===== src/rtl/alu_arb_if.sv =====
`default_nettype none
// ----------------------------------------------------------------------------
// alu_arb_if : one requester's operation handshake and response return path
// Rev 1.0
// ----------------------------------------------------------------------------
interface alu_arb_if;
  logic       valid;
  logic       ready;
  logic [7:0] a;
  logic [7:0] b;
  logic [2:0] op;
  logic [2:0] shamt;
  logic       lock;
  logic       rsp_valid;
  logic [7:0] rsp_data;
  logic       rsp_z;

  modport master (
    output valid, a, b, op, shamt, lock,
    input  ready, rsp_valid, rsp_data, rsp_z
  );

  modport slave (
    input  valid, a, b, op, shamt, lock,
    output ready, rsp_valid, rsp_data, rsp_z
  );
endinterface
`default_nettype wire


===== src/rtl/alu_arb.sv =====
`default_nettype none
// ----------------------------------------------------------------------------
// alu_arb : round-robin arbiter with lock sharing one 8-bit ALU between two
//           requesters; results return one cycle after acceptance.
// Rev 1.0
// ----------------------------------------------------------------------------
module alu_arb (
  input  logic       clk,
  input  logic       rst,
  alu_arb_if.slave   req0_if,
  alu_arb_if.slave   req1_if,
  output logic [7:0] alu_a_o,
  output logic [7:0] alu_b_o,
  output logic [2:0] alu_op_o,
  output logic [2:0] alu_shamt_o,
  input  logic [7:0] alu_out_i,
  input  logic [3:0] alu_flags_i
);
  // bit 1 set means no owner; otherwise bit 0 is the owning requester
  localparam logic [1:0] LOCK_NONE = 2'b10;

  logic       last_q, last_d;
  logic [1:0] lock_q, lock_d;
  logic       iss_v_q, iss_v_d;
  logic       iss_tag_q, iss_tag_d;
  logic [7:0] hold_a_q, hold_a_d;
  logic [7:0] hold_b_q, hold_b_d;
  logic [2:0] hold_op_q, hold_op_d;
  logic [2:0] hold_shamt_q, hold_shamt_d;

  logic       gnt_v;
  logic       gnt_idx;
  logic       owner_valid;
  logic [7:0] sel_a, sel_b;
  logic [2:0] sel_op, sel_shamt;
  logic       sel_lock;
  logic       unused_flags;

  assign unused_flags = ^alu_flags_i[2:0];

  // An owner that drops valid forfeits the lock in that same cycle.
  assign owner_valid = !lock_q[1] && (lock_q[0] ? req1_if.valid : req0_if.valid);

  always_comb begin
    gnt_v   = 1'b0;
    gnt_idx = 1'b0;
    if (!rst) begin
      if (owner_valid) begin
        gnt_v   = 1'b1;
        gnt_idx = lock_q[0];
      end else if (req0_if.valid && req1_if.valid) begin
        gnt_v   = 1'b1;
        gnt_idx = !last_q;
      end else if (req0_if.valid) begin
        gnt_v   = 1'b1;
        gnt_idx = 1'b0;
      end else if (req1_if.valid) begin
        gnt_v   = 1'b1;
        gnt_idx = 1'b1;
      end
    end
  end

  always_comb begin
    sel_a     = gnt_idx ? req1_if.a     : req0_if.a;
    sel_b     = gnt_idx ? req1_if.b     : req0_if.b;
    sel_op    = gnt_idx ? req1_if.op    : req0_if.op;
    sel_shamt = gnt_idx ? req1_if.shamt : req0_if.shamt;
    sel_lock  = gnt_idx ? req1_if.lock  : req0_if.lock;

    last_d       = last_q;
    iss_tag_d    = iss_tag_q;
    iss_v_d      = gnt_v;
    lock_d       = LOCK_NONE;
    hold_a_d     = hold_a_q;
    hold_b_d     = hold_b_q;
    hold_op_d    = hold_op_q;
    hold_shamt_d = hold_shamt_q;

    if (gnt_v) begin
      last_d       = gnt_idx;
      iss_tag_d    = gnt_idx;
      lock_d       = sel_lock ? {1'b0, gnt_idx} : LOCK_NONE;
      hold_a_d     = sel_a;
      hold_b_d     = sel_b;
      hold_op_d    = sel_op;
      hold_shamt_d = sel_shamt;
    end
  end

  // Idle cycles replay the last accepted operation to keep the ALU inputs quiet.
  assign alu_a_o     = gnt_v ? sel_a     : hold_a_q;
  assign alu_b_o     = gnt_v ? sel_b     : hold_b_q;
  assign alu_op_o    = gnt_v ? sel_op    : hold_op_q;
  assign alu_shamt_o = gnt_v ? sel_shamt : hold_shamt_q;

  always_ff @(posedge clk) begin
    if (rst) begin
      last_q       <= 1'b1;
      lock_q       <= LOCK_NONE;
      iss_v_q      <= 1'b0;
      iss_tag_q    <= 1'b0;
      hold_a_q     <= 8'h00;
      hold_b_q     <= 8'h00;
      hold_op_q    <= 3'd0;
      hold_shamt_q <= 3'd0;
    end else begin
      last_q       <= last_d;
      lock_q       <= lock_d;
      iss_v_q      <= iss_v_d;
      iss_tag_q    <= iss_tag_d;
      hold_a_q     <= hold_a_d;
      hold_b_q     <= hold_b_d;
      hold_op_q    <= hold_op_d;
      hold_shamt_q <= hold_shamt_d;
    end
  end

  assign req0_if.ready     = gnt_v && !gnt_idx;
  assign req1_if.ready     = gnt_v &&  gnt_idx;
  assign req0_if.rsp_valid = iss_v_q && !iss_tag_q;
  assign req1_if.rsp_valid = iss_v_q &&  iss_tag_q;
  assign req0_if.rsp_data  = alu_out_i;
  assign req1_if.rsp_data  = alu_out_i;
  assign req0_if.rsp_z     = alu_flags_i[3];
  assign req1_if.rsp_z     = alu_flags_i[3];
endmodule
`default_nettype wire

===== src/flat_wrapper.sv =====
// flat-port wrapper written by rule: the top's interface ports become plain ports
module alu_arb_flat 
  (clk, rst, alu_a_o, alu_b_o, alu_op_o, alu_shamt_o, alu_out_i, alu_flags_i, req0_if_valid, req0_if_a, req0_if_b, req0_if_op, req0_if_shamt, req0_if_lock, req0_if_ready, req0_if_rsp_valid, req0_if_rsp_data, req0_if_rsp_z, req1_if_valid, req1_if_a, req1_if_b, req1_if_op, req1_if_shamt, req1_if_lock, req1_if_ready, req1_if_rsp_valid, req1_if_rsp_data, req1_if_rsp_z);
  alu_arb_if req0_if_i ();
  alu_arb_if req1_if_i ();
  input  logic clk;
  input  logic rst;
  output logic [7:0] alu_a_o;
  output logic [7:0] alu_b_o;
  output logic [2:0] alu_op_o;
  output logic [2:0] alu_shamt_o;
  input  logic [7:0] alu_out_i;
  input  logic [3:0] alu_flags_i;
  input wire logic [$bits(req0_if_i.valid)-1:0] req0_if_valid;
  input wire logic [$bits(req0_if_i.a)-1:0] req0_if_a;
  input wire logic [$bits(req0_if_i.b)-1:0] req0_if_b;
  input wire logic [$bits(req0_if_i.op)-1:0] req0_if_op;
  input wire logic [$bits(req0_if_i.shamt)-1:0] req0_if_shamt;
  input wire logic [$bits(req0_if_i.lock)-1:0] req0_if_lock;
  output wire logic [$bits(req0_if_i.ready)-1:0] req0_if_ready;
  output wire logic [$bits(req0_if_i.rsp_valid)-1:0] req0_if_rsp_valid;
  output wire logic [$bits(req0_if_i.rsp_data)-1:0] req0_if_rsp_data;
  output wire logic [$bits(req0_if_i.rsp_z)-1:0] req0_if_rsp_z;
  input wire logic [$bits(req1_if_i.valid)-1:0] req1_if_valid;
  input wire logic [$bits(req1_if_i.a)-1:0] req1_if_a;
  input wire logic [$bits(req1_if_i.b)-1:0] req1_if_b;
  input wire logic [$bits(req1_if_i.op)-1:0] req1_if_op;
  input wire logic [$bits(req1_if_i.shamt)-1:0] req1_if_shamt;
  input wire logic [$bits(req1_if_i.lock)-1:0] req1_if_lock;
  output wire logic [$bits(req1_if_i.ready)-1:0] req1_if_ready;
  output wire logic [$bits(req1_if_i.rsp_valid)-1:0] req1_if_rsp_valid;
  output wire logic [$bits(req1_if_i.rsp_data)-1:0] req1_if_rsp_data;
  output wire logic [$bits(req1_if_i.rsp_z)-1:0] req1_if_rsp_z;
  assign req0_if_i.valid = req0_if_valid;
  assign req0_if_i.a = req0_if_a;
  assign req0_if_i.b = req0_if_b;
  assign req0_if_i.op = req0_if_op;
  assign req0_if_i.shamt = req0_if_shamt;
  assign req0_if_i.lock = req0_if_lock;
  assign req0_if_ready = req0_if_i.ready;
  assign req0_if_rsp_valid = req0_if_i.rsp_valid;
  assign req0_if_rsp_data = req0_if_i.rsp_data;
  assign req0_if_rsp_z = req0_if_i.rsp_z;
  assign req1_if_i.valid = req1_if_valid;
  assign req1_if_i.a = req1_if_a;
  assign req1_if_i.b = req1_if_b;
  assign req1_if_i.op = req1_if_op;
  assign req1_if_i.shamt = req1_if_shamt;
  assign req1_if_i.lock = req1_if_lock;
  assign req1_if_ready = req1_if_i.ready;
  assign req1_if_rsp_valid = req1_if_i.rsp_valid;
  assign req1_if_rsp_data = req1_if_i.rsp_data;
  assign req1_if_rsp_z = req1_if_i.rsp_z;
  alu_arb u_core (.clk(clk), .rst(rst), .req0_if(req0_if_i), .req1_if(req1_if_i), .alu_a_o(alu_a_o), .alu_b_o(alu_b_o), .alu_op_o(alu_op_o), .alu_shamt_o(alu_shamt_o), .alu_out_i(alu_out_i), .alu_flags_i(alu_flags_i));
endmodule

===== config.mk =====
export PLATFORM = sky130hd
export DESIGN_NAME = alu_arb_flat
export DESIGN_NICKNAME = d
export VERILOG_FILES = /design/src/rtl/alu_arb_if.sv /design/src/rtl/alu_arb.sv /design/src/flat_wrapper.sv
export SDC_FILE = /design/constraint.sdc
export NUM_CORES = 1
export LEC_CHECK = 0
export CORE_UTILIZATION = 40
export DETAILED_ROUTE_END_ITERATION = 6
export PLACE_DENSITY = 0.94
export SLEW_MARGIN = 0
export SYNTH_ARGS = -nofsm -noshare
export SYNTH_HDL_FRONTEND = slang
export SYNTH_SLANG_ARGS = --single-unit

===== constraint.sdc =====
create_clock -name clk -period 4.6 [get_ports clk]
set_clock_uncertainty 0.1 [all_clocks]
set_input_delay 0.92 -clock clk [delete_from_list [all_inputs] [get_ports clk]]
set_output_delay 0.92 -clock clk [all_outputs]
set_load 0.01 [all_outputs]

==> results.rst <==
.. list-table::
   :header-rows: 1

   * - Metric
     - Value
   * - Result of the run
     - complete, no violations
   * - Initial Util
     - 0.428
   * - Clock period minus final worst setup slack
     - 4.17 ns
   * - Post-CTS Hold Fix Bufs
     - 0
   * - Leakage Power
     - 0.000954 µW
   * - Count of different cell masters after synthesis
     - 21
   * - Antenna diode count
     - 0
   * - Endpoint kind of the worst setup timing path
     - output port
   * - Flops & latches, synth
     - 27
   * - Setup TNS
     - 0 ns
   * - Most common library cell in the layout ignoring fill and taps
     - sky130_fd_sc_hd__clkdlybuf4s50_1
   * - Initial antenna violation count
     - 0
   * - All-Layer GR Usage
     - 0.183
   * - Transition time at the pin with the least slew margin
     - 1.02 ns
   * - Number of instances in the synthesized netlist
     - 217
   * - Height of the die
     - 68.1 µm
   * - Crit path required time
     - 3.58 ns
   * - Parity-gate share of the synthesized area counting xor and xnor cells
     - 0
   * - Worst Setup Start Kind
     - input port
   * - Number of post-CTS setup repair buffers
     - 0
   * - Area of all placed cells without fillers
     - 2440 µm²
   * - Die X
     - 68.1 µm
   * - Final hold vios
     - 0
   * - Unrepaired setup endpoints after global routing
     - no
   * - Post-synth net total
     - 279
   * - Adder and majority cell fraction of the synthesized area
     - 0
   * - Highest clock rate
     - 0.240 GHz
   * - Data arrival time of the critical path
     - 3.15 ns
   * - Sinks on the clock net
     - 27
   * - Worst hold path type
     - reg2reg
   * - Classification of the worst setup path
     - in2out
   * - Worst vdd rail ir drop
     - 0.100 mV
   * - Post-place instance area
     - 2400 µm²
   * - Number of maximum-capacitance violations
     - 0
   * - Iteration-0 DRC Markers
     - 84
   * - Pwr/cell area
     - 243 nW/µm²
   * - Clock transition at the registers of the reported paths
     - 0.09 ns
   * - Area of the die
     - 4640 µm²
   * - Max-slew violations
     - 0
   * - FP Rows
     - 23
   * - Post-Synth Simple-Gate Area
     - 0.178
   * - Skew-Pair Late Insertion Delay
     - 0.26 ns
   * - CTS tree
     - yes
   * - Post-Synthesis Cell Area
     - 1750 µm²
   * - Maximum number of pins on one net before global-route repair
     - 33
   * - Fraction of synthesized area in multiplexers
     - 0.00572
   * - Tightest hold margin
     - 0.371 ns
   * - Placer's final routability congestion estimate
     - 0.761
   * - Number of vias after detailed routing
     - 1672
   * - Cell at the root of the clock tree
     - sky130_fd_sc_hd__clkbuf_8
   * - DR WL/cell
     - 13.2 µm
   * - Combinational family with the most area after synthesis
     - compound AO/OA/AOI/OAI gates
   * - Htree depth
     - 1
   * - GRT overflow
     - 0
   * - First-pass GRT wire length
     - 6450 µm
   * - Commonest cells after routing, fill and taps aside
     - sky130_fd_sc_hd__clkdlybuf4s50_1, sky130_fd_sc_hd__nand2_1, sky130_fd_sc_hd__inv_1, sky130_fd_sc_hd__o221ai_1, sky130_fd_sc_hd__dfxtp_1
   * - Share of the synthesized area in compound gates (AO/OA/AOI/OAI)
     - 0.310
   * - Number of DRC violations after detailed routing
     - 0
   * - Total routed wirelength
     - 4180 µm
   * - Final net count
     - 330
   * - Fraction of final layout cells sized beyond drive strength 1
     - 0.120
   * - DR pass1 iterations
     - 4
   * - Part of the Yosys area used for sequential elements
     - 0.309
   * - Number of global-route vias before repair
     - 1544
   * - Number of buffers added by the clock tree synthesis step
     - 3
   * - Total core area
     - 4090 µm²
   * - IO Pins
     - 106
   * - Largest fanout on the critical path
     - 24
   * - Worst Hold Path Cells
     - 2
   * - Syn. warnings
     - 0
   * - Post-Syn Area per Cell
     - 8.06 µm²
   * - Final antenna-violating net count
     - 0
   * - Count of instances resized after the clock tree is built
     - 0
   * - Number of cell instances on the worst register-to-register path
     - 4
   * - Count of input and output buffers
     - 75
   * - Buffer depth of the longest clock path
     - 2
   * - Layout overhead on the synthesized area
     - 39.7%
   * - Endpoints failing setup
     - 0
   * - Dpl hpwl
     - 3130 µm
   * - Worst relative slew slack
     - 0.318
   * - Via-per-instance ratio
     - 5.27
   * - Fill cell count
     - 377
   * - Part of the cycle the worst path needs
     - 0.907
-- path summary, 6_finish.rpt --
path              slack [ns]               start                      to
setup reg to reg        2.88    u_core.lock_q[0]  u_core.hold_shamt_q[1]
hold / removal          0.37  u_core.hold_b_q[2]      u_core.hold_b_q[2]
hold reg to reg         0.37  u_core.hold_b_q[2]      u_core.hold_b_q[2]
setup / recovery        0.43       req1_if_valid              alu_b_o[4]
-- stage by stage --
step | std cells | util | setup WS (ns) | power, µW
floorplan | 217 | - | 1.88 | 380
global placement | 313 | 0.587 | 0.462 | 463
detailed placement | 313 | 0.587 | 0.425 | 469
CTS | 317 | 0.598 | 0.427 | 600
global route | 317 | 0.598 | 0.261 | 624
finish | 317 | 0.598 | 0.427 | 593
-- synth_stat cells --
cell | n | area share
sky130_fd_sc_hd__nand2_1 | 68 | 0.15
sky130_fd_sc_hd__dfxtp_1 | 27 | 0.31
sky130_fd_sc_hd__inv_1 | 27 | 0.058
sky130_fd_sc_hd__o221ai_1 | 27 | 0.14
sky130_fd_sc_hd__buf_4 | 21 | 0.090
sky130_fd_sc_hd__o221ai_2 | 17 | 0.15
sky130_fd_sc_hd__buf_2 | 8 | 0.023
sky130_fd_sc_hd__buf_6 | 3 | 0.019
sky130_fd_sc_hd__nor2b_1 | 3 | 0.011
sky130_fd_sc_hd__nor3_1 | 3 | 0.0086
sky130_fd_sc_hd__clkbuf_1 | 2 | 0.0043
sky130_fd_sc_hd__nor2_1 | 2 | 0.0043
sky130_fd_sc_hd__a21oi_1 | 1 | 0.0029
sky130_fd_sc_hd__and2_1 | 1 | 0.0036
sky130_fd_sc_hd__inv_2 | 1 | 0.0021
sky130_fd_sc_hd__mux2i_1 | 1 | 0.0057
sky130_fd_sc_hd__nor2b_2 | 1 | 0.0050
sky130_fd_sc_hd__o21a_1 | 1 | 0.0043
sky130_fd_sc_hd__o21ai_0 | 1 | 0.0029
sky130_fd_sc_hd__o21bai_1 | 1 | 0.0043
sky130_fd_sc_hd__o311ai_4 | 1 | 0.015
-- sequential cells by signal, summed over array words and instances (netlist names) --
signal / count
u_core.iss_v_q: 1
u_core.hold_a_q: 8
u_core.last_q: 1
u_core.hold_op_q: 3
u_core.lock_q: 2
u_core.iss_tag_q: 1
u_core.hold_shamt_q: 3
u_core.hold_b_q: 8
-- cells by family (layout without fill, tap and decap cells) --
kind of cell | Yosys count | count (layout)
buffers and inverters | 62 | 112
flip-flops | 27 | 27
AND/OR/NAND/NOR | 78 | 78
multiplexers | 1 | 1
AO/OA/AOI/OAI | 49 | 49
-- area by class of cell --
| type | instances | area (µm²) | area share |
|---|---|---|---|
| clock buffers | 4 | 45.0 | 0.0184 |
| flip-flops and latches | 27 | 541 | 0.221 |
| repair buffers | 80 | 813 | 0.333 |
| inverters | 28 | 105 | 0.0430 |
| multi-input cells | 128 | 877 | 0.359 |
| well taps | 50 | 62.6 | 0.0256 |
-- power breakdown --
group,internal [µW],switching (µW)
logic,115,85.2
clock network,61.9,69.4
registers,253,9.35
total,429,164
-- layer usage --
| layer | up-vias | track usage | wire, µm |
|---|---|---|---|
| li1 | 846 | - | - |
| met1 | 774 | 0.206 | 1690 |
| met2 | 44 | 0.332 | 2190 |
| met3 | 8 | 0.0250 | 203 |
| met4 | 0 | 0.0885 | 101 |
| met5 | - | 0 | 0 |
-- critical path: stages --
cell and delay, ns:
sky130_fd_sc_hd__clkdlybuf4s50_1 0.54, sky130_fd_sc_hd__o21bai_2 0.85, sky130_fd_sc_hd__nand2_1 0.17, sky130_fd_sc_hd__o221ai_2 0.10
sky130_fd_sc_hd__clkdlybuf4s50_1 0.56
No activity file was read; power rests on OpenSTA's default activity.
